**src/rtl/song_sequencer_if.sv**
```systemverilog
// Command, song-RAM write and display bus of the song sequencer.
// The master drives commands and RAM writes; the slave (sequencer) drives note/Led/status.
interface song_sequencer_if #(
  parameter int NOTE_W = 4,
  parameter int DUR_W  = 4,
  parameter int DEPTH  = 32,
  parameter int LED_W  = 8
);
  localparam int ADDR_W = $clog2(DEPTH);
  localparam int ENT_W  = 1 + DUR_W + NOTE_W;

  logic              beat;
  logic              start;
  logic              stop;
  logic              pause;
  logic              wr_en;
  logic [ADDR_W-1:0] wr_addr;
  logic [ENT_W-1:0]  wr_data;
  logic [NOTE_W-1:0] note;
  logic [LED_W-1:0]  Led;
  logic              busy;
  logic              done;
  logic [ADDR_W-1:0] pos;

  modport master (
    output beat, start, stop, pause, wr_en, wr_addr, wr_data,
    input  note, Led, busy, done, pos
  );

  modport slave (
    input  beat, start, stop, pause, wr_en, wr_addr, wr_data,
    output note, Led, busy, done, pos
  );
endinterface

```
**src/rtl/song_sequencer.sv**
```systemverilog
// Auto-play sequencer: steps through a song RAM of {legato, dur, note} entries on beat strobes.
// Optional build macro SONG_LOOP_EN: at end of song wrap to entry 0 instead of stopping.
module song_sequencer #(
  parameter int NOTE_W = 4,
  parameter int DUR_W  = 4,
  parameter int DEPTH  = 32,
  parameter int LED_W  = 8
) (
  input logic              CLK,
  input logic              RESET,
  song_sequencer_if.slave  bus
);
  localparam int ADDR_W = $clog2(DEPTH);
  localparam int ENT_W  = 1 + DUR_W + NOTE_W;
  localparam logic [ADDR_W-1:0] LAST = ADDR_W'(DEPTH - 1);

  typedef enum logic [1:0] {IDLE, PLAY, GAP, PAUSE} state_t;

  logic [ENT_W-1:0] mem [DEPTH];

  state_t            state, state_n, ret, ret_n;
  logic [ADDR_W-1:0] pos, pos_n, pos_inc;
  logic [DUR_W-1:0]  rem, rem_n;
  logic [NOTE_W-1:0] cnote, cnote_n;
  logic              cleg, cleg_n;
  logic              done_n, adv;
  logic [ENT_W-1:0]  ent0, entn;
  logic [NOTE_W-1:0] note_q, note_n;
  logic [LED_W-1:0]  led_q, led_n, oh;
  logic              done_q;

  // Asynchronous read: a fetch on the same edge as a write sees the old entry.
  always_ff @(posedge CLK)
    if (bus.wr_en) mem[bus.wr_addr] <= bus.wr_data;

  assign pos_inc = pos + 1'b1;
  assign ent0    = mem[0];
  assign entn    = mem[pos_inc];

  always_ff @(posedge CLK or posedge RESET) begin
    if (RESET) begin
      state  <= IDLE;
      ret    <= IDLE;
      pos    <= '0;
      rem    <= '0;
      cnote  <= '0;
      cleg   <= 1'b0;
      note_q <= '0;
      led_q  <= '0;
      done_q <= 1'b0;
    end else begin
      state  <= state_n;
      ret    <= ret_n;
      pos    <= pos_n;
      rem    <= rem_n;
      cnote  <= cnote_n;
      cleg   <= cleg_n;
      note_q <= note_n;
      led_q  <= led_n;
      done_q <= done_n;
    end
  end

  always_comb begin
    state_n = state;
    ret_n   = ret;
    pos_n   = pos;
    rem_n   = rem;
    cnote_n = cnote;
    cleg_n  = cleg;
    done_n  = 1'b0;
    adv     = 1'b0;
    if (bus.stop) begin
      state_n = IDLE;
      pos_n   = '0;
      rem_n   = '0;
    end else if (bus.start) begin
      pos_n   = '0;
      cnote_n = ent0[NOTE_W-1:0];
      rem_n   = ent0[NOTE_W +: DUR_W];
      cleg_n  = ent0[ENT_W-1];
      if (ent0[NOTE_W +: DUR_W] != '0) state_n = PLAY;
      else begin
        state_n = IDLE;
        done_n  = (state == IDLE);   // a restart from busy never reports done
      end
    end else begin
      case (state)
        PLAY:
          if (bus.pause) begin
            ret_n   = PLAY;
            state_n = PAUSE;
          end else if (bus.beat) begin
            rem_n = rem - 1'b1;
            if (rem == DUR_W'(1)) begin
              if (cleg) adv = 1'b1;
              else      state_n = GAP;
            end
          end
        GAP:
          if (bus.pause) begin
            ret_n   = GAP;
            state_n = PAUSE;
          end else if (bus.beat) adv = 1'b1;
        PAUSE:
          if (bus.pause) state_n = ret;
        default: ;
      endcase
      if (adv) begin
        if (pos == LAST || entn[NOTE_W +: DUR_W] == '0) begin
          done_n = 1'b1;
          pos_n  = '0;
`ifdef SONG_LOOP_EN
          cnote_n = ent0[NOTE_W-1:0];
          rem_n   = ent0[NOTE_W +: DUR_W];
          cleg_n  = ent0[ENT_W-1];
          state_n = (ent0[NOTE_W +: DUR_W] != '0) ? PLAY : IDLE;
`else
          rem_n   = '0;
          state_n = IDLE;
`endif
        end else begin
          pos_n   = pos_inc;
          cnote_n = entn[NOTE_W-1:0];
          rem_n   = entn[NOTE_W +: DUR_W];
          cleg_n  = entn[ENT_W-1];
          state_n = PLAY;
        end
      end
    end
  end

  // Outputs are registered from the next state so they settle one edge after the command.
  always_comb begin
    for (int i = 0; i < LED_W; i++) oh[i] = (int'(cnote_n) == i + 1);
    note_n = '0;
    led_n  = led_q;
    case (state_n)
      IDLE: led_n = '0;
      PLAY: begin
        note_n = cnote_n;
        led_n  = oh;
      end
      default: ;
    endcase
  end

  assign bus.note = note_q;
  assign bus.Led  = led_q;
  assign bus.done = done_q;
  assign bus.busy = (state != IDLE);
  assign bus.pos  = pos;
endmodule

```
**src/flat_wrapper.sv**
```systemverilog
// flat-port wrapper written by rule: the top's interface ports become plain ports
module song_sequencer_flat 
#(
  parameter int NOTE_W = 4,
  parameter int DUR_W  = 4,
  parameter int DEPTH  = 32,
  parameter int LED_W  = 8
)
  (CLK, RESET, bus_beat, bus_start, bus_stop, bus_pause, bus_wr_en, bus_wr_addr, bus_wr_data, bus_note, bus_Led, bus_busy, bus_done, bus_pos);
  song_sequencer_if #(.NOTE_W(NOTE_W), .DUR_W(DUR_W), .DEPTH(DEPTH), .LED_W(LED_W)) bus_i ();
  input logic CLK;
  input logic RESET;
  input wire logic [$bits(bus_i.beat)-1:0] bus_beat;
  input wire logic [$bits(bus_i.start)-1:0] bus_start;
  input wire logic [$bits(bus_i.stop)-1:0] bus_stop;
  input wire logic [$bits(bus_i.pause)-1:0] bus_pause;
  input wire logic [$bits(bus_i.wr_en)-1:0] bus_wr_en;
  input wire logic [$bits(bus_i.wr_addr)-1:0] bus_wr_addr;
  input wire logic [$bits(bus_i.wr_data)-1:0] bus_wr_data;
  output wire logic [$bits(bus_i.note)-1:0] bus_note;
  output wire logic [$bits(bus_i.Led)-1:0] bus_Led;
  output wire logic [$bits(bus_i.busy)-1:0] bus_busy;
  output wire logic [$bits(bus_i.done)-1:0] bus_done;
  output wire logic [$bits(bus_i.pos)-1:0] bus_pos;
  assign bus_i.beat = bus_beat;
  assign bus_i.start = bus_start;
  assign bus_i.stop = bus_stop;
  assign bus_i.pause = bus_pause;
  assign bus_i.wr_en = bus_wr_en;
  assign bus_i.wr_addr = bus_wr_addr;
  assign bus_i.wr_data = bus_wr_data;
  assign bus_note = bus_i.note;
  assign bus_Led = bus_i.Led;
  assign bus_busy = bus_i.busy;
  assign bus_done = bus_i.done;
  assign bus_pos = bus_i.pos;
  song_sequencer #(.NOTE_W(NOTE_W), .DUR_W(DUR_W), .DEPTH(DEPTH), .LED_W(LED_W)) u_core (.CLK(CLK), .RESET(RESET), .bus(bus_i));
endmodule
```
**config.mk**
```make
export PLATFORM = sky130hd
export DESIGN_NAME = song_sequencer_flat
export DESIGN_NICKNAME = d
export VERILOG_FILES = /design/src/rtl/song_sequencer_if.sv /design/src/rtl/song_sequencer.sv /design/src/flat_wrapper.sv
export SDC_FILE = /design/constraint.sdc
export NUM_CORES = 1
export LEC_CHECK = 0
export CORE_ASPECT_RATIO = 1.75
export CORE_MARGIN = 2
export CORE_UTILIZATION = 36
export DETAILED_ROUTE_END_ITERATION = 16
export PLACE_DENSITY = 0.64
export SLEW_MARGIN = 40
export SYNTH_ARGS = -nofsm -noshare
export SYNTH_HDL_FRONTEND = slang
export SYNTH_SLANG_ARGS = --single-unit
```
**constraint.sdc**
```tcl
create_clock -name CLK -period 3.2 [get_ports CLK]
set_input_delay 0.32 -clock CLK [delete_from_list [all_inputs] [get_ports CLK]]
set_output_delay 0.32 -clock CLK [all_outputs]
set_load 0.01 [all_outputs]
```
# == Yosys cells after proc, flatten, opt, wreduce, memory -nomap -nowiden ==
# Memories as Yosys holds them, arrays and structs flattened.
# Index checks and enable logic that the tools add are counted.
# classes
addsub,2
bitwise_logic,2
n_eq_ne,18
reduce_logical,15
mux,51
# op_table
cell,n
two-way mux 4 bit,12
two-way mux 2 bit,11
equality test 4 bit (second input constant),5
two-way mux 1 bit,20
two-way mux 5 bit,4
case mux 8 bit (2 select lines),1
nonzero test 4 bit,3
equality test 4 x 3 -> 1 bit (second input constant),2
nonzero test 2 bit,4
inequality test 2 bit (second input constant),3
case mux 2 bit (3 select lines),1
AND reduction 3 bit,2
adder 5 x 1 -> 5 bit (second input constant),1
equality test 5 bit (second input constant),1
AND reduction 5 bit,1
equality test 2 x 1 -> 1 bit (second input constant),2
equality test 2 bit (second input constant),2
equality test 4 x 1 -> 1 bit (second input constant),1
equality test 4 x 2 -> 1 bit (second input constant),1
zero test 2 bit,2
zero test 4 bit,1
inequality test 4 x 3 -> 1 bit (second input constant),1
case mux 2 bit (2 select lines),1
subtractor 4 x 1 -> 4 bit (second input constant),1
other kinds (4),5
# totals
mem_count,1
elab_cells,98
reg_bits,31
mem_bits_rw,288
input_bits,21
# mem_list
name,words,word_bits,rd,rd_ports_with_merged_regs,write_ports,line_no,source
u_core.mem,32,9,2,0,1,song_sequencer.sv:19,logic [ENT_W-1:0] mem [DEPTH];

# == Depth between registers and ports, before layout ==
# depth
depth_word,12
depth_mapped,14
mapped_depth_nobuf,11

# == Least setup slack after synthesis ==
# Ideal clock, no wire load.
# synth_path
kind,reg-to-reg
from,"register u_core.pos[0], in the netlist u_core.bus.pos[0]"
to,"register u_core.led_q[1], in the netlist u_core.bus.Led[1]"
required_ps,3132
n_path_buf,4
arrival_ps,3553
path_slack_ps,-421
stages_incl_launch_ff,12
cell_sequence,dfrtp_1 ha_1 clkbuf_1 buf_4 buf_4 buf_1 mux4_2 mux4_2 mux2_2 a221o_1 nor4_4 a32o_1
# synth_via
elab_chain_cells,10
elab_cells_between_ends,18
cone_classes,1 x add/sub; 3 x eq/ne; 9 x mux; 4 x reduce/logical; 1 x memory
# synth_rtl
element,line_no,source
from (decl),song_sequencer.sv:22,"logic [ADDR_W-1:0] pos, pos_n, pos_inc;"
from (signal assigned),song_sequencer.sv:54,pos <= pos_n;
adder 5 x 1 -> 5 bit,song_sequencer.sv:36,assign pos_inc = pos + 1'b1;
memory (32 x 9 bit),--,
zero test 4 bit,song_sequencer.sv:110,if (pos == LAST || entn[NOTE_W +: DUR_W] == '0) begin
logical OR 1 bit,song_sequencer.sv:110,
two-way mux 4 bit *,song_sequencer.sv:110,
two-way mux 4 bit *,song_sequencer.sv:109,if (adv) begin
two-way mux 4 bit *,song_sequencer.sv:77,end else if (bus.start) begin
two-way mux 4 bit *,song_sequencer.sv:73,if (bus.stop) begin
net u_core.cnote_n[2],song_sequencer.sv:24,"logic [NOTE_W-1:0] cnote, cnote_n;"
equality test 4 x 3 -> 1 bit *,song_sequencer.sv:135,for (int i = 0; i < LED_W; i++) oh[i] = (int'(cnote_n) == i + 1);
case mux 8 bit (2 select lines) *,song_sequencer.sv:138,case (state_n)
to (signal assigned),song_sequencer.sv:59,led_q <= led_n;
to (decl),song_sequencer.sv:29,"logic [LED_W-1:0] led_q, led_n, oh;"
# Mark *: on every way through the listed nets, which the timed path passes. The rest lies on a longest branch.
# A chain may end at the register's enable or synchronous reset.

# == Final worst setup path ==
# Ends and elaborated chain as after synthesis.

==> results.json <==
{
  "path_buf_inv": 4,
  "finalNonFillerCells": 1312,
  "top_level_ports": 40,
  "ff2ff_path_depth": 14,
  "worst_clock_skew_ps": 12.3,
  "ys_ff_latch": 319,
  "timing.final.ws_setup_ps": -280,
  "finalHoldViolCount": 0,
  "track_usage": 0.156,
  "syn_nets": 713,
  "place_congestion": 0.827,
  "cts_root_buf": "clkbuf_16",
  "fill_cells": 3132,
  "path_delay_family": "compound AO/OA/AOI/OAI gates",
  "drtIter0Drc": 538,
  "ant_nets": 0,
  "fin_nets": 854,
  "ir_worst_vdd_uv": 354,
  "async_reset_ff_frac": 0.0972,
  "path_class": "reg -> reg",
  "fin_crit_ps": 3480,
  "slew_viol_final": 0,
  "period_share": 1.09,
  "drive_above_1_share": 0.285,
  "timing.rr.start": "u_core.bus.pos[0]$_DFFE_PP0P_",
  "grt_max_degree": 36,
  "core_area_um2": 35900,
  "ctsHoldBuffers": 0,
  "drt-total-wl_um": 29400,
  "relSlewSlack": 0.599,
  "timing.fmax_mhz": 287,
  "wl_per_cell_um": 22.4,
  "r2r-end": "u_core.bus.Led[1]$_DFFE_PP0P_",
  "path_cells": "ha_4 -> buf_6 -> buf_12 -> buf_8 -> mux2i_1 -> mux4_2 -> nand3_2 -> nand4_4 -> a41oi_4 -> buf_4 -> nor2_2 -> a221o_1 -> nor4_4 -> a32o_1",
  "power.density_nw_per_um2": 519,
  "clockBufferDepth": 3,
  "post-dp-hpwl_um": 19900,
  "crit_slowest_cell": "mux4_2",
  "setup.worst_path.start": "u_core.bus.pos[0]$_DFFE_PP0P_",
  "synth_cell_type_count": 52,
  "avgSynthCellArea_um2": 19.1,
  "setup.worst_path.end_class": "register",
  "post-route-drc-count": 0,
  "final_common_cell": "edfxtp_1",
  "clk_latency_ps": 550,
  "die_w_um": 148,
  "viasPerCell": 5.14,
  "grt_pass1_wl_um": 43800,
  "cts_tree": "done",
  "cp_data_required_time_ps": 3680,
  "ys_seq_area_frac": 0.722,
  "grt_overflow": 0,
  "cts_buffers": 27,
  "violations": "negative setup slack",
  "synthCells": 683,
  "num_rows": 92,
  "stdcell_area_um2": 15800,
  "cp_max_fo": 6,
  "p_leak_nw": 5.13,
  "placed_area_um2": 14700,
  "r2r_slack_ps": -280,
  "rsz0062_at_grt": "yes",
  "critPathCapture": "u_core.bus.Led[1]$_DFFE_PP0P_",
  "setup_viol": 11,
  "outcome": "complete, but fails checks",
  "seqCellArea_um2": 9430,
  "hold_class": "in -> async",
  "utilization": 0.441,
  "grt_pass1_vias": 6987,
  "crit_path_start_kind": "register",
  "initial_core_util": 0.364,
  "max_slew.worst_pin.slew_ps": 601,
  "path_clk_slew_ps": 70,
  "crit_arrival_ps": 3960,
  "synth_ff_type": "edfxtp_1",
  "portBuffers": 39,
  "multi_input_area_um2": 3550,
  "clock-sinks": 319,
  "die_y_um": 256,
  "vias": 6747,
  "ys_warn_count": 0,
  "crit_cells": 14,
  "cap_violations": 0,
  "htreeDepth": 1,
  "mostFrequentLayoutCells": "edfxtp_1, buf_4, mux2i_1, mux4_2, nor2_1",
  "syn_to_final_growth_pct": 21.2,
  "num_antenna_cells": 0,
  "netlist_area_um2": 13100,
  "die-area_um2": 37900,
  "antenna_found_initial": 0,
  "placed_cells": 1250,
  "cp_slowest_stage_delay_ps": 520,
  "firstDrtPassIters": 6,
  "synth_edf_count": 288
}
flip-flops by register name, indices dropped and copies added, names as in the netlist:
name / cells
u_core.mem: 288
u_core.bus.note: 4
u_core.ret: 2
u_core.bus.Led: 8
u_core.rem: 4
u_core.state: 2
u_core.cleg: 1
u_core.bus.pos: 5
u_core.cnote: 4
u_core.bus.done: 1
layout make-up:
class	count	area share
Sequential cell	319	0.596
Timing Repair Buffer	142	0.0860
Multi-Input combinational cell	319	0.224
Tap cell	470	0.0372
Inverter	15	0.00356
Clock buffer	32	0.0439
Clock inverter	15	0.00949
layer usage:
metal	vias up	part of all wire	GRT usage
met3	58	0.033	0.0176
met5	-	0	0
met1	3496	0.35	0.170
met2	149	0.57	0.296
met4	0	0.046	0.0751
li1	3044	-	-
logic make-up after synthesis:
| kind of cell | Yosys count | share of synthesized area |
|---|---|---|
| AOI/OAI and AO/OA | 51 | 0.0308 |
| xor gates and xnor gates | 5 | 0.00537 |
| adders and majority gates | 9 | 0.00862 |
| buffers and inverters | 45 | 0.0160 |
| DFF | 319 | 0.722 |
| muxes | 138 | 0.171 |
| and+or+nand+nor | 116 | 0.0463 |
cell usage after synthesis (all sizes together) (2+ instances only):
cell    count  area share
nor3       11      0.0042
dfrtp      31       0.059
clkbuf     12      0.0034
o22ai       4      0.0019
buf        18      0.0082
edfxtp    288        0.66
ha          9      0.0086
a21oi       8      0.0031
nand3      20      0.0077
a32o        5      0.0038
nor4        2      0.0021
mux2        3      0.0026
and2        2     0.00096
nand2      11      0.0032
xor2        4      0.0041
nand2b      3      0.0014
a22o        7      0.0047
a41oi       2      0.0028
o21ai       9      0.0034
nor2b       2     0.00096
or3b        3      0.0020
a211oi      5      0.0040
mux4       66        0.12
nor2       47       0.014
mux2i      69       0.053
nand3b      6      0.0034
inv        15      0.0043
o31ai       5      0.0033
nand4       4      0.0038
worst min-delay path by stage:
stage / from / to / slack [ps] / cells past startpoint
6_report: RESET / u_core.bus.done$_DFF_PP0_ / 170 / 3
3_5_place_dp: u_core.bus.Led[4]$_DFFE_PP0P_ / u_core.bus.Led[4]$_DFFE_PP0P_ / 470 / 2
3_3_place_gp: u_core.bus.Led[4]$_DFFE_PP0P_ / u_core.bus.Led[4]$_DFFE_PP0P_ / 460 / 2
4_1_cts: RESET / u_core.cnote[3]$_DFF_PP0_ / 160 / 3
5_1_grt: RESET / u_core.bus.Led[7]$_DFFE_PP0P_ / 210 / 3
2_1_floorplan: RESET / u_core.bus.Led[0]$_DFFE_PP0P_ / 420 / 1
stage by stage:
stage / hold slack (ps) / worst slack [ps] / setup TNS [ps] / power, mW
after global routing: 214 / -369 / -3390 / 8.46
after detailed placement: 472 / -331 / -3220 / 5.09
after global placement: 464 / -260 / -2270 / 5.08
after floorplan: 419 / 4.94 / 0 / 4.89
after CTS: 164 / -260 / -1730 / 8.26
final: 167 / -280 / -2180 / 8.21
report_power, final:
part	switching, mW	internal (mW)
sequential	0.0307	4.61
combinational	0.222	0.154
clock	1.41	1.78
worst min-delay path, cell delays in order:
cell             delay, ps
clkdlybuf4s50_1        400
inv_1                   50
buf_4                  360
what timing repair did:
item,CTS,global route
gates resized for setup,28,15
pin swaps,8,13
buffers inserted,10,3
gates cloned,2,0
endpoints found under the setup margin,15,17
No activity file was read; power rests on OpenSTA's default activity.
